===== src/rtl/ysyx_25040105_pkg.sv =====
// Shared definitions for the ysyx_25040105 core controller: FSM state
// encodings, the default memory-response timeout and a small state helper.
package ysyx_25040105_pkg;

    typedef enum logic [2:0] {
        ST_IDLE   = 3'd0,
        ST_FETCH  = 3'd1,
        ST_FWAIT  = 3'd2,
        ST_DECODE = 3'd3,
        ST_MEM    = 3'd4,
        ST_MWAIT  = 3'd5,
        ST_WB     = 3'd6,
        ST_HALT   = 3'd7   // also the error state; timeout_err tells them apart
    } state_e;

    localparam int unsigned TIMEOUT_CYCLES_DEF = 256;

    function automatic logic is_wait_state(input state_e s);
        return (s == ST_FWAIT) || (s == ST_MWAIT);
    endfunction

endpackage


===== src/rtl/ysyx_25040105_wdt.sv =====
// Memory-response watchdog: counts cycles spent waiting for a response and
// flags expiry on the last allowed waiting cycle.
module ysyx_25040105_wdt
    import ysyx_25040105_pkg::*;
#(
    parameter int unsigned TIMEOUT_CYCLES = TIMEOUT_CYCLES_DEF
) (
    input  logic clk,
    input  logic rst_n,
    input  logic waiting,
    output logic expired
);

    localparam int unsigned CW = (TIMEOUT_CYCLES > 2) ? $clog2(TIMEOUT_CYCLES) : 1;
    localparam logic [CW-1:0] LIMIT = CW'(TIMEOUT_CYCLES - 1);

    logic [CW-1:0] cnt_q, cnt_d;

    // The count is zero in the first cycle of every wait and saturates at LIMIT.
    always_comb begin
        cnt_d = cnt_q;
        if (!waiting) begin
            cnt_d = '0;
        end else if (cnt_q != LIMIT) begin
            cnt_d = cnt_q + 1'b1;
        end
    end

    always_ff @(posedge clk or negedge rst_n) begin
        if (!rst_n) begin
            cnt_q <= '0;
        end else begin
            cnt_q <= cnt_d;
        end
    end

    assign expired = waiting && (cnt_q == LIMIT);

endmodule


===== src/rtl/ysyx_25040105_ctrl.sv =====
// Multi-cycle core control FSM: fetch / decode / memory / write-back sequencing
// and minstret. Define YSYX_25040105_CTRL_TIMEOUT_EN to bound memory waits.
module ysyx_25040105_ctrl
    import ysyx_25040105_pkg::*;
#(
    parameter int unsigned TIMEOUT_CYCLES = TIMEOUT_CYCLES_DEF
) (
    input  logic        clk,
    input  logic        rst_n,
    output logic        imem_req_valid,
    input  logic        imem_req_ready,
    input  logic        imem_rsp_valid,
    output logic        inst_wen,
    input  logic        dec_is_load,
    input  logic        dec_is_store,
    input  logic        dec_reg_wen,
    input  logic        dec_ebreak,
    output logic        lsu_req_valid,
    input  logic        lsu_req_ready,
    input  logic        lsu_rsp_valid,
    output logic        rf_wen,
    output logic        pc_wen,
    output logic        halt,
    output logic        timeout_err,
    output logic [2:0]  state,
    output logic [31:0] minstret
);

    state_e      state_q, state_d;
    logic        wb_rf_q, wb_rf_d;
    logic [31:0] minstret_q, minstret_d;
    logic        timeout;

`ifdef YSYX_25040105_CTRL_TIMEOUT_EN
    logic err_q, err_d;

    ysyx_25040105_wdt #(
        .TIMEOUT_CYCLES(TIMEOUT_CYCLES)
    ) u_wdt (
        .clk    (clk),
        .rst_n  (rst_n),
        .waiting(is_wait_state(state_q)),
        .expired(timeout)
    );

    assign err_d = err_q | timeout;

    always_ff @(posedge clk or negedge rst_n) begin
        if (!rst_n) begin
            err_q <= 1'b0;
        end else begin
            err_q <= err_d;
        end
    end

    assign timeout_err = err_q;
`else
    logic unused_timeout_cfg;

    assign unused_timeout_cfg = ^TIMEOUT_CYCLES;
    assign timeout            = 1'b0;
    assign timeout_err        = 1'b0;
`endif

    // NOTE: every output of this block gets a default first, so no path leaves
    // a signal unassigned and no latch is inferred.
    always_comb begin
        state_d  = state_q;
        inst_wen = 1'b0;
        unique case (state_q)
            ST_IDLE:   state_d = ST_FETCH;
            ST_FETCH:  if (imem_req_ready) state_d = ST_FWAIT;
            ST_FWAIT: begin
                if (imem_rsp_valid) begin
                    inst_wen = 1'b1;
                    state_d  = ST_DECODE;
                end else if (timeout) begin
                    state_d = ST_HALT;
                end
            end
            ST_DECODE: begin
                if (dec_ebreak)                      state_d = ST_HALT;
                else if (dec_is_load | dec_is_store) state_d = ST_MEM;
                else                                 state_d = ST_WB;
            end
            ST_MEM:    if (lsu_req_ready) state_d = ST_MWAIT;
            ST_MWAIT: begin
                if (lsu_rsp_valid)  state_d = ST_WB;
                else if (timeout)   state_d = ST_HALT;
            end
            ST_WB:     state_d = ST_FETCH;
            ST_HALT:   state_d = ST_HALT;
        endcase
    end

    // The write-back enable is captured in DECODE so rf_wen stays a pure
    // function of registered state.
    assign wb_rf_d    = (state_q == ST_DECODE) ? (dec_reg_wen & ~dec_is_store) : wb_rf_q;
    assign minstret_d = (state_q == ST_WB) ? minstret_q + 32'd1 : minstret_q;

    // NOTE: state registers use non-blocking assignments so every flop samples
    // the pre-edge values regardless of process ordering.
    always_ff @(posedge clk or negedge rst_n) begin
        if (!rst_n) begin
            state_q    <= ST_IDLE;
            wb_rf_q    <= 1'b0;
            minstret_q <= '0;
        end else begin
            state_q    <= state_d;
            wb_rf_q    <= wb_rf_d;
            minstret_q <= minstret_d;
        end
    end

    assign imem_req_valid = (state_q == ST_FETCH);
    assign lsu_req_valid  = (state_q == ST_MEM);
    assign pc_wen         = (state_q == ST_WB);
    assign rf_wen         = (state_q == ST_WB) & wb_rf_q;
    assign halt           = (state_q == ST_HALT);
    assign state          = state_q;
    assign minstret       = minstret_q;

endmodule


===== config.mk =====
export PLATFORM = sky130hd
export DESIGN_NAME = ysyx_25040105_ctrl
export DESIGN_NICKNAME = d
export VERILOG_FILES = /design/src/rtl/ysyx_25040105_pkg.sv /design/src/rtl/ysyx_25040105_wdt.sv /design/src/rtl/ysyx_25040105_ctrl.sv
export SDC_FILE = /design/constraint.sdc
export NUM_CORES = 1
export LEC_CHECK = 0
export ABC_AREA = 1
export CORE_UTILIZATION = 53
export DETAILED_ROUTE_END_ITERATION = 12
export HOLD_SLACK_MARGIN = 0.12
export PLACE_DENSITY = 0.93
export SYNTH_ARGS = -nofsm -noshare
export SYNTH_HDL_FRONTEND = slang
export SYNTH_SLANG_ARGS = --single-unit

===== constraint.sdc =====
create_clock -name clk -period 2.4 [get_ports clk]
set_input_delay 0.24 -clock clk [delete_from_list [all_inputs] [get_ports clk]]
set_output_delay 0.24 -clock clk [all_outputs]
set_load 0.05 [all_outputs]

==> results.py <==
metrics = {
    "floorplan": {
        "core_sq_um": 3770,
        "fp-row-count": 22,
        "die-area_sq_um": 4330,
        "io_pins": 52,
        "dieHeight_um": 65.8,
        "start_util_pct": 57.2,
        "die_w_um": 65.8,
    },
    "placement": {
        "dp_hpwl_um": 3840,
        "port_buffers": 50,
        "pre_cts_slack_ns": 0.454,
        "gp_congestion": 0.871,
        "placed_area_sq_um": 2710,
    },
    "timing": {
        "setup_viol": 0,
        "slew_violations": 0,
        "rsz0062_at_grt": "no",
        "clock_skew_ns": 0.00517,
        "tns_ns": 0,
        "finalCritPeriodShare_pct": 92.6,
        "max_freq_ghz": 0.450,
        "tightest_slew_ns": 0.522,
        "fin_crit_ns": 2.22,
        "hold_viol_final": 0,
        "fin_ws_ns": 0.177,
        "relSlewSlack_pct": 65.1,
    },
    "setup_path": {
        "end_kind": "output port",
        "cp.required_ns": 2.16,
        "critPathKind": "register to output port",
        "critPathArrivalTime_ns": 1.98,
        "crit_fanout": 6,
        "timing.rr.start": "state[1]",
        "rrSetupSlack_ns": 0.72,
        "r2r-end": "minstret[22]",
        "reg2regPathDepth": 8,
        "cp-start-kind": "register",
    },
    "yosys": {
        "synth_nets": 304,
        "synth_area_leaders": "dfrtp_1, nand2_1, inv_1",
        "synth.distinct_cells": 24,
        "synthCells": 293,
        "post_synth_instance_area_sq_um": 2160,
        "yosysWarnings": 0,
        "syn_area_per_cell_sq_um": 7.37,
        "yosysTopAreaCellShare_pct": 41.7,
        "ys_ff_latch": 36,
        "yosysTopAreaCell": "dfrtp_1",
        "ys_seq_area_share_pct": 41.7,
    },
    "clock_tree": {
        "ctsResizeCount": 0,
        "cts.clk_slew.worst_paths_ns": 0.07,
        "cts_setup_buffers": 0,
        "cts_buffer_depth": 2,
        "numCtsBuffers": 5,
        "cts_root_buf": "clkbuf_8",
        "cts_hold_buf": 0,
        "cts_htree_levels": 2,
        "clock_sinks": 36,
        "clk_latency_ns": 0.29,
        "cts_tree": "done",
    },
    "layout": {
        "final.fill_count": 294,
        "area_growth_syn_to_layout_pct": 29.7,
        "fin_area_sq_um": 2800,
        "drive_above_1_share_pct": 7.16,
        "num_antenna_cells": 0,
        "layout.nets": 359,
    },
    "drt": {
        "drcViolationCount": 0,
        "drt-met1-wl_um": 2080,
        "drt_iter0_markers": 109,
        "top_layer": "met4",
        "wl_met2_um": 2600,
        "vias": 2136,
        "wl_um": 5100,
        "wire_per_inst_um": 12.8,
        "routed_via_density": 5.38,
        "final_antenna_net_count": 0,
        "dr_wl_met3_um": 253,
        "dr.pass1.iters": 4,
    },
    "grt": {
        "grt_max_degree": 37,
        "grt_pass1_vias": 2009,
        "grt_usage_pct": 26.6,
        "overflow": 0,
        "grt_first_pass_wirelength_um": 8570,
        "antenna_found_initial": 0,
    },
    "pwr": {
        "p_leak_nw": 1.26,
        "powerDensity_nw_per_um2": 729,
        "ir_drop_mv": 1.08,
    },
    "min_path": {
        "holdCritPathClass": "primary input to async pin",
    },
    "job": {
        "max-cap-violations": 0,
    },
    "run_status": {
        "status": "completed",
    },
}
## cell usage after synthesis
master and n:
nand2_1 86, inv_1 41, nor2_1 40, dfrtp_1 36, nand3_1 22, nand4_1 11, nand3b_1 9, nor2_2 8
o21ai_0 7, xnor2_1 7, xor2_1 7, buf_4 3, nor3_1 3, nand3_4 2, nor2_4 2, a21oi_1 1
and2_1 1, buf_2 1, conb_1 1, ha_1 1, nand2_4 1, nand3_2 1, nor2_8 1, o21bai_1 1
## cells in the final DEF (no fill, tap or decap), drive strengths merged
cell type,count
o21ai,7
nand3,25
dfrtp,36
nand3b,9
inv,41
nor3,3
nor2,51
and2,1
nand4,11
conb,1
ha,1
clkbuf,8
buf,3
xor2,7
xnor2,7
clkdlybuf4s50,49
nand2,87
a21oi,1
o21bai,1
## area by class of cell
cell class,count,area (sq um),share of cell area [%]
Sequential cell,36,901,32.2
Timing Repair Buffer,52,513,18.3
Inverter,41,154,5.50
Multi-Input combinational cell,212,1080,38.6
Clock buffer,8,90.1,3.22
Tap cell,48,60.1,2.15
## through the flow
| step | cells | utilization, % | hold slack (ns) | power, mW |
|---|---|---|---|---|
| floorplan | 293 | - | -0.0556 | 1.35 |
| global placement | 389 | 71.8 | 0.480 | 1.57 |
| detailed placement | 389 | 71.8 | 0.492 | 1.60 |
| CTS | 397 | 74.2 | 0.377 | 2.04 |
| global route | 397 | 74.2 | 0.400 | 2.13 |
| finish | 397 | 74.2 | 0.356 | 2.04 |
## how the worst max path moves through the flow
| stage | startpoint | endpoint | slack, ns | depth (start not counted) |
|---|---|---|---|---|
| final | register | inst_wen | 0.18 | 4 |
| after global routing | register | inst_wen | 0.1 | 4 |
| after CTS | register | inst_wen | 0.17 | 4 |
| after detailed placement | imem_rsp_valid | inst_wen | 0.45 | 4 |
| after global placement | imem_rsp_valid | inst_wen | 0.44 | 4 |
| after floorplan | state[1] | inst_wen | 0.18 | 3 |
## sequential cells by signal, indices dropped and copies added (netlist names), named ones only
name,flops
wb_rf_q,1
state,2
minstret,32
## critical path: stages (launching register included)
cell and delay, ns:
dfrtp_1 0.46, inv_1 0.18, nand2_1 0.09, nor3_1 0.14
clkdlybuf4s50_1 0.83
## routing by layer
metal	track usage, %	up-vias
met1	30.7	1019
met2	46.4	79
li1	-	1023
met4	15.8	0
met3	3.62	15
met5	0	-
## where the power goes
part / internal (mW) / switching (mW) / leakage (nW) / total (mW)
Clock: 0.234 / 0.212 / 0.0455 / 0.446
Combinational: 0.259 / 0.549 / 0.726 / 0.808
Sequential: 0.670 / 0.116 / 0.489 / 0.785
Total: 1.16 / 0.877 / 1.26 / 2.04
## kinds of logic after synthesis
group,synth area share (%)
AND/OR/NAND/NOR,41.2
flip-flops,41.7
other,0.174
XOR/XNOR,5.68
AO/OA/AOI/OAI,2.20
buffers and inverters,8.41
adder cells (fa/ha/maj),0.580
(Power assumes the default switching activity.)
